[config.mk]
export PLATFORM = sky130hd
export DESIGN_NAME = secuenciador_fsm
export DESIGN_NICKNAME = d
export VERILOG_FILES = /design/src/rtl/secuenciador_fsm.sv
export SDC_FILE = /design/constraint.sdc
export NUM_CORES = 1
export LEC_CHECK = 0
export CORE_MARGIN = 1.5
export CORE_UTILIZATION = 46
export CTS_CLUSTER_DIAMETER = 40
export DETAILED_ROUTE_END_ITERATION = 10
export PLACE_DENSITY = 0.75
export SLEW_MARGIN = 40
export SYNTH_ARGS = -nofsm -noshare
export SYNTH_HDL_FRONTEND = slang
export SYNTH_SLANG_ARGS = --single-unit
[constraint.sdc]
create_clock -name clk -period 1.6 [get_ports clk]
set_input_delay 0.32 -clock clk [delete_from_list [all_inputs] [get_ports clk]]
set_output_delay 0.32 -clock clk [all_outputs]
set_load 0.02 [all_outputs]
[src/rtl/secuenciador_fsm.sv]
// Serialises a captured word MSB-first into an external detector FSM and
// counts how many of the detector's y outputs were high over the run.
module secuenciador_fsm #(
  parameter int ANCHO = 8,
  parameter int CW    = 4
) (
  input  logic             clk,
  input  logic             reset,
  input  logic             start,
  input  logic [ANCHO-1:0] dato,
  input  logic             y_in,
  output logic             a_out,
  output logic             fsm_rst,
  output logic             busy,
  output logic             done,
  output logic [CW-1:0]    cuenta,
  output logic [1:0]       o_estado
);

  localparam int KW = (ANCHO > 1) ? $clog2(ANCHO) : 1;

  typedef enum logic [1:0] {
    IDLE  = 2'd0,
    SHIFT = 2'd1,
    FLUSH = 2'd2,
    DONE  = 2'd3
  } estado_t;

  estado_t          r_estado;
  logic [KW-1:0]    r_k;
  logic [ANCHO-1:0] r_dato;

  logic [KW-1:0]    w_k_next;
  logic [KW-1:0]    w_sel;
  logic             w_cuenta_llena;

  assign w_k_next       = r_k + KW'(1);
  assign w_sel          = KW'(ANCHO - 1) - w_k_next;
  assign w_cuenta_llena = (cuenta == {CW{1'b1}});
  assign o_estado       = r_estado;

  // Outputs are registered: each edge loads the value the next state presents.
  // The detector answers one cycle late, so the k=0 cycle's y_in is stale
  // and the FLUSH cycle collects the answer to the last bit.
  always_ff @(posedge clk or negedge reset) begin
    if (!reset) begin
      r_estado <= IDLE;
      r_k      <= '0;
      r_dato   <= '0;
      cuenta   <= '0;
      a_out    <= 1'b0;
      busy     <= 1'b0;
      done     <= 1'b0;
      fsm_rst  <= 1'b1;
    end else begin
      case (r_estado)
        IDLE: begin
          if (start) begin
            r_dato   <= dato;
            cuenta   <= '0;
            r_k      <= '0;
            a_out    <= dato[ANCHO-1];
            busy     <= 1'b1;
            fsm_rst  <= 1'b0;
            r_estado <= SHIFT;
          end
        end
        SHIFT: begin
          if ((r_k != '0) && y_in && !w_cuenta_llena) begin
            cuenta <= cuenta + CW'(1);
          end
          if (r_k == KW'(ANCHO - 1)) begin
            a_out    <= 1'b0;
            r_estado <= FLUSH;
          end else begin
            r_k   <= w_k_next;
            a_out <= r_dato[w_sel];
          end
        end
        FLUSH: begin
          if (y_in && !w_cuenta_llena) begin
            cuenta <= cuenta + CW'(1);
          end
          a_out    <= 1'b0;
          busy     <= 1'b0;
          done     <= 1'b1;
          fsm_rst  <= 1'b1;
          r_estado <= DONE;
        end
        DONE: begin
          done     <= 1'b0;
          r_estado <= IDLE;
        end
        default: begin
          r_estado <= IDLE;
        end
      endcase
    end
  end

endmodule

==> results of run 1 <==
==> logic make-up (layout without fill, tap and decap cells) <==
family / after synthesis / count (layout)
buf+inv: 10 / 41
simple gates: 33 / 33
flops: 21 / 21
fa+ha+maj: 8 / 8
mux: 14 / 14
compound gates: 26 / 26
==> cell type report <==
type                    instances  area [um^2]  area share [%]
multi-input cells              81          687            43.6
clock inverters                 1         5.00           0.317
repair buffers                 31          273            17.3
clock buffers                   3         22.5            1.43
inverters                       6         22.5            1.43
well taps                      30         37.5            2.38
flip-flops and latches         21          529            33.6
==> synth_stat cells, drive strengths merged <==
library cell / count / area share [%]
o21ai: 12 / 5.0
mux2i: 4 / 3.3
nand3: 4 / 1.7
or2: 1 / 0.73
o221ai: 1 / 0.73
o32a: 1 / 0.84
nand2: 9 / 3.5
nand2b: 5 / 2.6
o2bb2ai: 1 / 1.3
nor2: 8 / 2.5
inv: 6 / 1.9
o31ai: 1 / 0.63
nand3b: 1 / 0.63
nor3b: 1 / 0.63
buf: 4 / 2.4
ha: 8 / 8.4
and2b: 1 / 0.63
a22oi: 2 / 1.3
o211ai: 1 / 0.63
a21oi: 6 / 2.5
nor2b: 3 / 1.6
o311ai: 1 / 1.4
mux4: 2 / 3.8
mux2: 8 / 7.5
dfrtp: 20 / 42
dfstp: 1 / 2.2
==> registers in the layout, indices dropped and copies added, names as in the netlist <==
| name | cells |
|---|---|
| r_k | 3 |
| busy | 1 |
| fsm_rst | 1 |
| a_out | 1 |
| done | 1 |
| o_estado | 2 |
| cuenta | 4 |
| r_dato | 8 |
==> metal layers <==
metal	global-route usage [%]	vias to the layer above
met5	0	-
met4	7.92	0
met3	3.61	5
met2	30.7	23
met1	25.1	464
li1	-	454
==> worst max-delay path, stage by stage, from the launching register on <==
cell and delay [ns]:
dfrtp_2 0.43, inv_2 0.06, ha_4 0.18, nand2b_4 0.15, o2bb2ai_4 0.12, or2_4 0.27, o311ai_2 0.22
==> final timing paths <==
kind,endpoint,slack (ns),cells after the start
worst max-delay path,cuenta[3]$_DFFE_PN0P_,0.08,6
worst min-delay path,cuenta[0]$_DFFE_PN0P_,0.33,2
worst max register to register,cuenta[3]$_DFFE_PN0P_,0.08,6
worst min register to register,r_dato[7]$_DFFE_PN0P_,0.50,2
max in group asynchronous,fsm_rst$_DFFE_PN1P_,1.00,2
min in group clk,r_dato[7]$_DFFE_PN0P_,0.50,2
==> stage by stage <==
| step | total power, uW | area [um^2] | util (%) | setup WS (ns) | std cells |
|---|---|---|---|---|---|
| after detailed placement | 3170 | 1530 | 61.6 | -0.118 | 169 |
| after global routing | 3710 | 1580 | 63.6 | -0.0153 | 173 |
| after global placement | 3080 | 1530 | 61.6 | -0.0567 | 169 |
| after CTS | 3350 | 1540 | 62.2 | 0.0331 | 173 |
| final | 3390 | 1580 | 63.6 | 0.0798 | 173 |
| after floorplan | 2490 | 1230 | - | -0.00384 | 112 |
==> power by group through the flow <==
stage	combinational [uW]	sequential (uW)	clock, uW
after CTS	2060	1020	272
after global routing	2350	1070	292
final	2110	1020	259
after detailed placement	2130	1030	0
after global placement	2060	1020	0
after floorplan	1340	1150	0
==> what timing repair did <==
action,CTS,global route
hold buffers,0,0
hold endpoints to repair,0,0
resized for setup,10,6
pin swaps,0,2
endpoints found under the setup margin,10,9
==> results.yml, run 1 <==
sta:
  clock_skew_ns: 0.00310
  finalSetupTns_ns: 0
  worst_slew_pin_slew_ns: 0.267
  finalCriticalPeriod_ns: 1.52
  timing.hold.ws_ns: 0.331
  clock.fmax_ghz: 0.658
  maxSlewViolCount: 0
  maxSlewHeadroom_pct: 82.2
  hold_viol: 0
  setup_viol: 0
  finalCritPeriodShare_pct: 95.0
logic_synthesis:
  yosysSeqAreaShare_pct: 44.0
  syn_inst: 112
  synth-compound-area-share_pct: 14.2
  synthMuxAreaShare_pct: 14.6
  synth-simple-area-share_pct: 14.4
  yosysUniqueCellTypes: 29
  synth_area_um2: 1200
  syn_avg_cell_area_um2: 10.7
  synth_xor_area_share_pct: 0
  synth_top_family_by_area: "multiplexers"
  yosysWarningCount: 0
  synth-adder-area-share_pct: 8.37
  syn_nets: 132
  synth-seq-cells: 21
clock_tree:
  clockBufferDepth: 2
  tritoncts: "done"
  htree_num_levels: 1
  clk-insertion-delay-late_ns: 0.31
  clock-sinks: 21
  root_buffer: "clkbuf_4"
  cts_setup_buffers: 0
  cts_made_buffers: 3
  clk_pin_slew_ns: 0.12
placement:
  gp_routability_congestion: 0.764
  dp_hpwl_mm: 1.80
  io_buffer_count: 21
run_status:
  status: "finished, final reports clean"
finish:
  diodes: 0
  area_growth_pct: 31.8
  final_nets: 164
  final_common_cell: "dfrtp_1"
  drive_above_1_share_pct: 28.0
  n_fill_cell: 208
  layout_common_cells: "18 x dfrtp_1, 12 x o21ai_0, 11 x clkdlybuf4s50_1"
global_routing:
  grt_pass1_wl_mm: 3.99
  grt_max_degree: 22
  gr-total-overflow: 0
  track_usage_pct: 19.1
  grt_pass1_vias: 927
  antenna_found_initial: 0
floorplan:
  die_w_um: 54.0
  coreArea_um2: 2480
  num_rows: 18
  initial_core_util_pct: 48.3
  dieArea_um2: 2920
  die_h_um: 54.0
  pin_count: 22
critical_path:
  end_kind: "flop"
  cp.required_ns: 1.82
  path_class: "reg -> reg"
  crit_path_start: "o_estado[0]$_DFFE_PN0P_"
  crit_path_max_fanout: 7
  rr_startpoint: "o_estado[0]$_DFFE_PN0P_"
  cp.arrival_ns: 1.74
  worstSetupStartpointType: "flop"
power:
  internal-power_uw: 2000
  p_switching_uw: 1390
  p_sw_share_pct: 41.1
  power_density_nw_per_um2: 2150
  power_frac_seq_pct: 30.2
  pwr-share-clk_pct: 7.6
  power.leakage_uw: 0.000703
  comb_power_share_pct: 62.2
  ir_worst_vdd_v: 0.00140
drt:
  met3_length_um: 91
  wl_met2_mm: 1.19
  drc: 0
  m1WireLength_mm: 1.01
  drt-initial-drc-count: 13
  route.vias.total: 946
  top_layer_used: "met4"
  wire_per_inst_um: 13.5
  ant_nets: 0
  wl_mm: 2.33
  routed_via_density: 5.47
  first_pass_iters: 4
flow_run:
  drv_cap: 0
hold_path:
  hp-class: "in -> async"
Power figures use the tool's default switching activity.
==> inputs of run 2 (changes only) <==
--- a/config.mk
+++ b/config.mk
@@ -10,6 +10,7 @@
 export CTS_CLUSTER_DIAMETER = 40
 export DETAILED_ROUTE_END_ITERATION = 10
 export PLACE_DENSITY = 0.75
+export RECOVER_POWER = 25
 export SLEW_MARGIN = 40
 export SYNTH_ARGS = -nofsm -noshare
 export SYNTH_HDL_FRONTEND = slang
==> results.yml, run 2 (synthesized netlist as in run 1, its figures left out) <==
run_status:
  status: "finished, final reports clean"
drt:
  route.vias.total: 945
  wl_mm: 2.33
  routed_via_density: 5.46
  wire_per_inst_um: 13.5
  first_pass_iters: 4
  drt-initial-drc-count: 13
  drc: 0
  ant_nets: 0
sta:
  setup_viol: 0
  layout_setup_ws_ns: 0.0798
  maxSlewViolCount: 0
  worst_slew_pin_slew_ns: 0.514
  clock_skew_ns: 0.00310
  finalSetupTns_ns: 0
  clock.fmax_ghz: 0.658
  finalCriticalPeriod_ns: 1.52
  timing.hold.ws_ns: 0.488
  maxSlewHeadroom_pct: 65.7
  hold_viol: 0
  finalCritPeriodShare_pct: 95.0
finish:
  regMostFlops: "r_dato"
  drive_above_1_share_pct: 28.0
  layout_common_cells: "18 x dfrtp_1, 12 x o21ai_0, 10 x clkdlybuf4s50_1, 10 x dlygate4sd2_1, 9 x buf_4"
  diodes: 0
  area_growth_pct: 31.6
  n_fill_cell: 209
  final_util_pct: 63.5
  multi_input_area_um2: 687
  largest_register_ff_count: 8
  final_nets: 164
  final_common_cell: "dfrtp_1"
  ff_latch_area_um2: 529
  reg.largest.list: "r_dato (8), cuenta (4), r_k (3)"
critical_path:
  path_class: "reg -> reg"
  cp.arrival_ns: 1.74
  end_kind: "flop"
  worstSetupStartpointType: "flop"
  cp.required_ns: 1.82
  crit_path_max_fanout: 7
clock_tree:
  holdBufCountCts: 0
  clockBufferDepth: 2
  clock-sinks: 21
  cts_made_buffers: 3
  tritoncts: "done"
  htree_num_levels: 1
  root_buffer: "clkbuf_4"
  clk-insertion-delay-late_ns: 0.31
  clk_pin_slew_ns: 0.12
power:
  pwr-share-clk_pct: 7.6
  power_frac_seq_pct: 30.2
  comb_power_share_pct: 62.2
  finalPower_uw: 3390
  p_switching_uw: 1390
  power.leakage_uw: 0.000703
  internal-power_uw: 1990
  p_sw_share_pct: 41.1
  ir_worst_vdd_v: 0.00140
  power_density_nw_per_um2: 2150
placement:
  io_buffer_count: 21
  dp_hpwl_mm: 1.80
  gp_routability_congestion: 0.764
  dp_slack_ns: -0.118
hold_path:
  hp-class: "in -> async"
floorplan:
  pin_count: 22
  coreArea_um2: 2480
  die_w_um: 54.0
  initial_core_util_pct: 48.3
  dieArea_um2: 2920
  num_rows: 18
  die_h_um: 54.0
global_routing:
  grt_pass1_vias: 927
  grt_max_degree: 22
  track_usage_pct: 19.1
  gr-total-overflow: 0
  antenna_found_initial: 0
  grt_pass1_wl_mm: 3.99
flow_run:
  drv_cap: 0
-- run 2: cell types whose count changed in the layout (fill, tap and decap cells not counted), sizes merged --
cell           change
clkdlybuf4s50      -1
dlygate4sd3        +1
clkbuf             +1
buf                -1
-- run 2: power by group through the flow --
stage / Sequential, uW / Clock [uW] / Combinational [uW]
6_report: 1020 / 259 / 2100
3_5_place_dp: 1030 / 0 / 2130
3_3_place_gp: 1020 / 0 / 2060
5_1_grt: 1070 / 292 / 2350
4_1_cts: 1020 / 272 / 2060
2_1_floorplan: 1150 / 0 / 1340
-- run 2: worst max-delay path, cell delays in order (launching register included) --
cell	delay (ns)
dfrtp_2	0.43
inv_2	0.06
ha_4	0.18
nand2b_4	0.15
o2bb2ai_4	0.12
or2_4	0.27
o311ai_2	0.22
-- run 2: path summary, 6_finish.rpt --
path / slack (ns) / from / endpoint / depth (start not counted)
setup / recovery: 0.08 / o_estado[0]$_DFFE_PN0P_ / cuenta[3]$_DFFE_PN0P_ / 6
hold / removal: 0.49 / reset / cuenta[1]$_DFFE_PN0P_ / 2
setup reg to reg: 0.08 / o_estado[0]$_DFFE_PN0P_ / cuenta[3]$_DFFE_PN0P_ / 6
hold reg to reg: 0.50 / r_dato[7]$_DFFE_PN0P_ / r_dato[7]$_DFFE_PN0P_ / 2
max in group asynchronous: 0.74 / reset / o_estado[0]$_DFFE_PN0P_ / 2
min in group clk: 0.50 / r_dato[7]$_DFFE_PN0P_ / r_dato[7]$_DFFE_PN0P_ / 2
-- run 2: repair_timing --
item / in CTS / in global routing
endpoints found under the setup margin: 10 / 9
gates resized for setup: 10 / 6
pin swaps: 0 / 2
setup buffers: 0 / 0
-- run 2: final cells by class --
type | instances | area share (%)
flip-flops and latches | 21 | 33.6
clock buffers | 3 | 1.43
inverters | 6 | 1.43
clock inverters | 1 | 0.318
repair buffers | 31 | 17.2
multi-input cells | 81 | 43.6
well taps | 30 | 2.38
-- run 2: layer usage --
| layer | global-route usage (%) | vias up | share of wire, % |
|---|---|---|---|
| li1 | - | 454 | - |
| met1 | 25.1 | 463 | 43 |
| met2 | 30.7 | 23 | 51 |
| met3 | 3.61 | 5 | 3.9 |
| met4 | 7.92 | 0 | 1.6 |
| met5 | 0 | - | 0 |
-- run 2: per-stage QoR --
step / std cells / instance area, um^2
CTS: 173 / 1540
global route: 173 / 1570
floorplan: 112 / 1230
global placement: 169 / 1530
detailed placement: 169 / 1530
finish: 173 / 1570
